### config.mk
export PLATFORM = sky130hd
export DESIGN_NAME = alu_op_issue
export DESIGN_NICKNAME = d
export VERILOG_FILES = /design/src/rtl/alu_op_issue.sv
export SDC_FILE = /design/constraint.sdc
export NUM_CORES = 1
export LEC_CHECK = 0
export CAP_MARGIN = 20
export CORE_MARGIN = 4
export CORE_UTILIZATION = 55
export DETAILED_ROUTE_END_ITERATION = 16
export DONT_BUFFER_PORTS = 1
export PLACE_DENSITY = 0.7
export SKIP_LAST_GASP = 1
export SLEW_MARGIN = 20
export SYNTH_ARGS = -nofsm -noshare
export SYNTH_HDL_FRONTEND = slang
export SYNTH_SLANG_ARGS = --single-unit
### constraint.sdc
create_clock -name clk -period 4.8 [get_ports clk]
set_input_delay 0.48 -clock clk [delete_from_list [all_inputs] [get_ports clk]]
set_output_delay 0.48 -clock clk [all_outputs]
set_load 0.01 [all_outputs]
### src/rtl/alu_op_issue.sv
// ID->EX operand issue stage: decodes a MIPS instruction and its register values into an ALU op and
// operands, then buffers the result in a two-entry valid/ready skid buffer toward the EX-stage ALU.

package alu_op_pkg;
  localparam logic [3:0] ALU_add     = 4'd0;
  localparam logic [3:0] ALU_sub     = 4'd1;
  localparam logic [3:0] ALU_and     = 4'd2;
  localparam logic [3:0] ALU_or      = 4'd3;
  localparam logic [3:0] ALU_slt     = 4'd4;
  localparam logic [3:0] ALU_sll     = 4'd5;
  localparam logic [3:0] ALU_sra     = 4'd6;
  localparam logic [3:0] ALU_slli    = 4'd7;
  localparam logic [3:0] ALU_imm_nop = 4'd8;
  localparam logic [3:0] ALU_undef   = 4'd15;

  typedef struct packed {
    logic [3:0]  aluop;
    logic [31:0] lvalue;
    logic [31:0] rvalue;
    logic [4:0]  shamt;
    logic        illegal;
  } payload_t;

  localparam payload_t PAYLOAD_RESET = '{aluop: ALU_add, lvalue: 32'd0, rvalue: 32'd0,
                                         shamt: 5'd0, illegal: 1'b0};
endpackage

module alu_op_issue
  import alu_op_pkg::*;
(
  input  logic        clk,
  input  logic        rst_n,
  input  logic        flush,
  input  logic        id_valid,
  output logic        id_ready,
  input  logic [31:0] id_instr,
  input  logic [31:0] id_rs_val,
  input  logic [31:0] id_rt_val,
  output logic        ex_valid,
  input  logic        ex_ready,
  output logic [3:0]  ex_aluOP,
  output logic [31:0] ex_lvalue,
  output logic [31:0] ex_rvalue,
  output logic [4:0]  ex_shamt,
  output logic        ex_illegal
);

  localparam logic [1:0] S_EMPTY = 2'd0;
  localparam logic [1:0] S_ONE   = 2'd1;
  localparam logic [1:0] S_FULL  = 2'd2;

  function automatic payload_t decode(input logic [31:0] instr, input logic [31:0] rs,
                                      input logic [31:0] rt);
    payload_t    p;
    logic [31:0] se_imm;
    logic [31:0] ze_imm;
    se_imm = {{16{instr[15]}}, instr[15:0]};
    ze_imm = {16'd0, instr[15:0]};
    // Undecodable words still drive defined zero operands so EX never sees X.
    p = '{aluop: ALU_undef, lvalue: 32'd0, rvalue: 32'd0, shamt: 5'd0, illegal: 1'b1};
    case (instr[31:26])
      6'h00: begin
        case (instr[5:0])
          6'h20, 6'h21: p = '{ALU_add, rs, rt, 5'd0, 1'b0};
          6'h22, 6'h23: p = '{ALU_sub, rs, rt, 5'd0, 1'b0};
          6'h24:        p = '{ALU_and, rs, rt, 5'd0, 1'b0};
          6'h25:        p = '{ALU_or,  rs, rt, 5'd0, 1'b0};
          6'h2A:        p = '{ALU_slt, rs, rt, 5'd0, 1'b0};
          6'h00:        p = '{ALU_sll, rt, 32'd0, instr[10:6], 1'b0};
          6'h03:        p = '{ALU_sra, rt, 32'd0, instr[10:6], 1'b0};
          default:      ;
        endcase
      end
      6'h08, 6'h09, 6'h23, 6'h2B: p = '{ALU_add, rs, se_imm, 5'd0, 1'b0};
      6'h0A:                      p = '{ALU_slt, rs, se_imm, 5'd0, 1'b0};
      6'h0C:                      p = '{ALU_and, rs, ze_imm, 5'd0, 1'b0};
      6'h0D:                      p = '{ALU_or,  rs, ze_imm, 5'd0, 1'b0};
      6'h04, 6'h05:               p = '{ALU_sub, rs, rt, 5'd0, 1'b0};
      6'h0F:                      p = '{ALU_slli, 32'd0, ze_imm, 5'd16, 1'b0};
      6'h02:                      p = '{ALU_imm_nop, 32'd0, 32'd0, 5'd0, 1'b0};
      default:                    ;
    endcase
    return p;
  endfunction

  logic [1:0] state_q, state_d;
  logic       id_ready_q, ex_valid_q;
  payload_t   main_q, main_d;
  payload_t   skid_q, skid_d;
  payload_t   dec;
  logic       accept, send;

  assign dec    = decode(id_instr, id_rs_val, id_rt_val);
  assign accept = id_valid & id_ready_q;
  assign send   = ex_valid_q & ex_ready;

  always_comb begin
    // NOTE: every signal written here gets a default first, so no path can infer a latch.
    state_d = state_q;
    main_d  = main_q;
    skid_d  = skid_q;
    if (flush) begin
      state_d = S_EMPTY;
    end else begin
      case (state_q)
        S_EMPTY: if (accept) begin
          state_d = S_ONE;
          main_d  = dec;
        end
        S_ONE: begin
          if (accept && send) begin
            main_d = dec;
          end else if (accept) begin
            state_d = S_FULL;
            skid_d  = dec;
          end else if (send) begin
            state_d = S_EMPTY;
          end
        end
        S_FULL: if (send) begin
          state_d = S_ONE;
          main_d  = skid_q;
        end
        default: state_d = S_EMPTY;
      endcase
    end
  end

  // NOTE: sequential state uses non-blocking assignments only; the skid entry is reset too so it
  // never holds X, as it is a handful of flops rather than a memory array.
  always_ff @(posedge clk or negedge rst_n) begin
    if (!rst_n) begin
      state_q    <= S_EMPTY;
      id_ready_q <= 1'b1;
      ex_valid_q <= 1'b0;
      main_q     <= PAYLOAD_RESET;
      skid_q     <= PAYLOAD_RESET;
    end else begin
      state_q    <= state_d;
      id_ready_q <= (state_d != S_FULL);
      ex_valid_q <= (state_d != S_EMPTY);
      main_q     <= main_d;
      skid_q     <= skid_d;
    end
  end

  assign id_ready   = id_ready_q;
  assign ex_valid   = ex_valid_q;
  assign ex_aluOP   = main_q.aluop;
  assign ex_lvalue  = main_q.lvalue;
  assign ex_rvalue  = main_q.rvalue;
  assign ex_shamt   = main_q.shamt;
  assign ex_illegal = main_q.illegal;

endmodule

==> Flow_metrics.wiki <==
{| class="wikitable"
! Metric !! Value
|-
| Required time of the critical path || 5.14 ns
|-
| CTS Root Buffer Type || sky130_fd_sc_hd__clkbuf_16
|-
| Reg2Reg Depth || 6
|-
| Post-Layout Cell Count || 921
|-
| Gate family responsible for the most delay along the worst path || compound AO/OA/AOI/OAI gates
|-
| Clock Pin Slew Worst Setup and Hold Paths || 0.06 ns
|-
| Maximum ir drop on the vdd rail || 219 µV
|-
| Count of maximum capacitance violations || 0
|-
| Detail-routed net length per standard cell || 21.8 µm
|-
| Sinks on Clock Net || 152
|-
| Die Y-Extent || 123 µm
|-
| Tightest Hold Check Type || in -> async
|-
| Number of cells on the critical path || 6
|-
| Total Die Area || 15000 µm²
|-
| Post-Syn Area || 7230 µm²
|-
| Final-report max-slew violation count || 0
|-
| Cell Pwr Density || 510 nW/µm²
|-
| Cell types occupying the most area after synthesis || sky130_fd_sc_hd__dfrtp_1 52%, sky130_fd_sc_hd__o21ai_0 6.6%, sky130_fd_sc_hd__a31oi_1 5.7%
|-
| Setup TNS || 0 ns
|-
| Hold violation count in the final report || 0
|-
| Nets || 836
|-
| Sequential fraction of the synthesis area || 52.6%
|-
| List of most frequent post-synthesis cells || 151 x sky130_fd_sc_hd__dfrtp_1, 95 x sky130_fd_sc_hd__o21ai_0, 82 x sky130_fd_sc_hd__nand2_1
|-
| Post-synthesis cell type with the largest combined area || sky130_fd_sc_hd__dfrtp_1
|-
| Half-perimeter wire length after placement || 13.1 mm
|-
| Worst Setup Start Kind || register
|-
| Effective utilization at floorplan || 56.8%
|-
| Clk Latency, worst-skew pair || 0.42 ns
|-
| Number of hold buffers added after CTS || 1
|-
| Number of design rule violations left after detail routing || 0
|-
| Overall routing resource usage || 26.7%
|-
| CP max stage cell || sky130_fd_sc_hd__o21ba_4
|-
| Remaining antenna violation count after routing || 0
|-
| Global-route wire length before repair || 30.9 mm
|-
| Maximum number of pins on one net before global-route repair || 153
|-
| Maximum fanout along the worst path || 31
|-
| Via count || 5966
|-
| Final count of negative-setup-slack endpoints || 0
|-
| Total number of placement rows || 41
|-
| Post-CTS setup buffer count || 0
|-
| Number of synthesized register bits || 152
|-
| Pre-Repair DR Iteration Count || 5
|-
| Leakage power summed over all cells || 3.20 nW
|-
| Most instantiated library cell after synthesis || sky130_fd_sc_hd__dfrtp_1
|-
| Bufs on Longest Clock Path || 2
|-
| Final WL || 20.0 mm
|-
| Final worst hold slack || 0.0564 ns
|-
| Number of enable flip-flop cells after synthesis || 0
|-
| TritonCTS buffer count || 17
|-
| Syn-to-layout area delta || 11.0%
|-
| Post-synthesis area per instance || 9.45 µm²
|-
| X dimension of the die || 123 µm
|-
| IO Count || 177
|-
| Post-layout worst setup margin || 1.95 ns
|-
| Transition time of the tightest slew-check pin || 1.04 ns
|-
| Count of buffer and inverter cells on the critical path || 1
|-
| Fmax achieved || 351 MHz
|-
| CP Class || reg -> reg
|-
| Cell area reported after detailed placement || 7300 µm²
|-
| Run status || completed
|-
| Nature of the critical path endpoint || register
|-
| CTS tree || built
|-
| Total number of yosys warnings || 0
|-
| Number of placed cells counting well taps || 886
|-
| Arrival time at the worst endpoint || 3.18 ns
|-
| Biggest cell delay along the critical path || 0.52 ns
|-
| Worst slew margin || 30.8%
|-
| Fin crit period || 2.85 ns
|-
| Antenna violations before repair || 1
|-
| Async set or reset register ratio after synthesis || 100%
|-
| Initial DRC count || 600
|-
| Synth Net Count || 866
|-
| Post-synth top area share || 52.3%
|-
| Clk_skew || 0.0100 ns
|-
| Final cell area excluding filler cells || 8020 µm²
|-
| Standard cell core area || 12700 µm²
|-
| Crit share post-route || 59.3%
|-
| Ratio of routed vias to standard cells || 6.48
|-
| Max H-tree Level || 4
|-
| Overflow after GRT || 0
|-
| Gate count after technology mapping || 765
|-
| Fraction of final layout cells with drive strength greater than 1 || 9.63%
|-
| List of cells traversed by the critical path || nand2b_1 -> a21oi_2 -> o21ba_4 -> nand2_1 -> buf_4 -> o211ai_1
|-
| Final Wtd Congestion || 0.888
|-
| Total of cells resized after clock tree synthesis || 0
|-
| Count of input and output buffers || 0
|-
| Synth Flop Type || sky130_fd_sc_hd__dfrtp_1
|-
| Post-placement setup slack || 2.00 ns
|-
| Vias in the first global route || 5629
|-
| Setup repair after global routing missed its margin || no
|-
| Synth unique cells || 47
|}
## kinds of logic (layout without fill, tap and decap cells)
family / after synthesis / count (layout) / share of synthesized area (%)
compound gates: 279 / 279 / 22.6
simple gates: 231 / 231 / 15.7
flops: 152 / 152 / 52.6
buf+inv: 68 / 51 / 4.24
mux: 34 / 34 / 4.71
xor+xnor: 1 / 1 / 0.121
other cells: 0 / 1 / 0
## flip-flops by register name (all words and copies together) (netlist names)
signal	cells
skid_q	74
ex_aluOP	4
id_ready	1
ex_shamt	5
state_q	2
ex_rvalue	32
ex_illegal	1
ex_valid	1
ex_lvalue	32
## cell usage in the layout, fill, tap and decap left out, types with 2 or more instances in the layout
cell	Yosys	layout
sky130_fd_sc_hd__a21o_1	2	2
sky130_fd_sc_hd__a21oi_1	53	53
sky130_fd_sc_hd__a22oi_1	31	31
sky130_fd_sc_hd__a31oi_1	66	65
sky130_fd_sc_hd__and3b_1	2	2
sky130_fd_sc_hd__buf_16	0	2
sky130_fd_sc_hd__buf_4	1	11
sky130_fd_sc_hd__bufinv_16	0	4
sky130_fd_sc_hd__clkbuf_1	42	3
sky130_fd_sc_hd__clkbuf_16	0	17
sky130_fd_sc_hd__clkbuf_8	0	6
sky130_fd_sc_hd__dfrtp_1	151	151
sky130_fd_sc_hd__inv_1	6	6
sky130_fd_sc_hd__mux2i_1	34	34
sky130_fd_sc_hd__nand2_1	82	82
sky130_fd_sc_hd__nand2_2	10	10
sky130_fd_sc_hd__nand2b_1	35	35
sky130_fd_sc_hd__nand3_1	14	14
sky130_fd_sc_hd__nand3b_1	2	2
sky130_fd_sc_hd__nand4b_1	3	3
sky130_fd_sc_hd__nor2_1	62	60
sky130_fd_sc_hd__nor2b_1	2	2
sky130_fd_sc_hd__nor3_1	7	5
sky130_fd_sc_hd__nor4_1	2	2
sky130_fd_sc_hd__o211ai_1	4	4
sky130_fd_sc_hd__o21ai_0	95	95
sky130_fd_sc_hd__o21bai_1	3	2
sky130_fd_sc_hd__o22ai_1	17	17
## stage by stage
stage          utilization [%]  power [mW]
6_report                  63.0        4.09
5_1_grt                   63.0        4.29
4_1_cts                   62.7        4.11
3_5_place_dp              57.4        2.62
3_3_place_gp              57.4        2.57
2_1_floorplan                -        2.44
## worst register-to-register path: stages, from the launching register on
cell	delay (ns)
sky130_fd_sc_hd__dfrtp_1	0.46
sky130_fd_sc_hd__nand2b_1	0.40
sky130_fd_sc_hd__a21oi_2	0.36
sky130_fd_sc_hd__o21ba_4	0.52
sky130_fd_sc_hd__nand2_1	0.43
sky130_fd_sc_hd__buf_4	0.36
sky130_fd_sc_hd__o211ai_1	0.23
## report_power, final
part           switching, mW  internal (mW)  leakage, nW
sequential             0.331           1.65         1.90
clock                  0.508          0.955        0.321
combinational          0.345          0.299        0.980
## layout make-up
cell class                      count  area, µm²
Multi-Input combinational cell    545       3180
Clock buffer                       26        519
Inverter                            6       22.5
Clock inverter                      6        134
Fill cell                        1065       4700
Timing Repair Buffer               13        138
Tap cell                          172        215
Sequential cell                   152       3800
Antenna cell                        1       2.50
## routing by layer
layer	GRT usage (%)	share of wire, %
met4	9.31	2.1
met5	0	0
met3	8.06	9.7
met2	41.4	47
met1	36.0	41
## worst paths after layout
path                                        start                 endpoint  slack [ns]
max in group asynchronous                   rst_n    skid_q[2]$_DFFE_PN0P_        4.20
hold reg to reg            skid_q[70]$_DFFE_PN0P_   skid_q[70]$_DFFE_PN0P_        0.47
setup reg to reg             state_q[0]$_DFF_PN0_  ex_shamt[4]$_DFFE_PN0P_        1.95
hold / removal                              rst_n   skid_q[55]$_DFFE_PN0P_        0.06
setup / recovery             state_q[0]$_DFF_PN0_  ex_shamt[4]$_DFFE_PN0P_        1.95
min in group clk                            flush     state_q[0]$_DFF_PN0_        0.12
No activity file was read; power rests on OpenSTA's default activity.
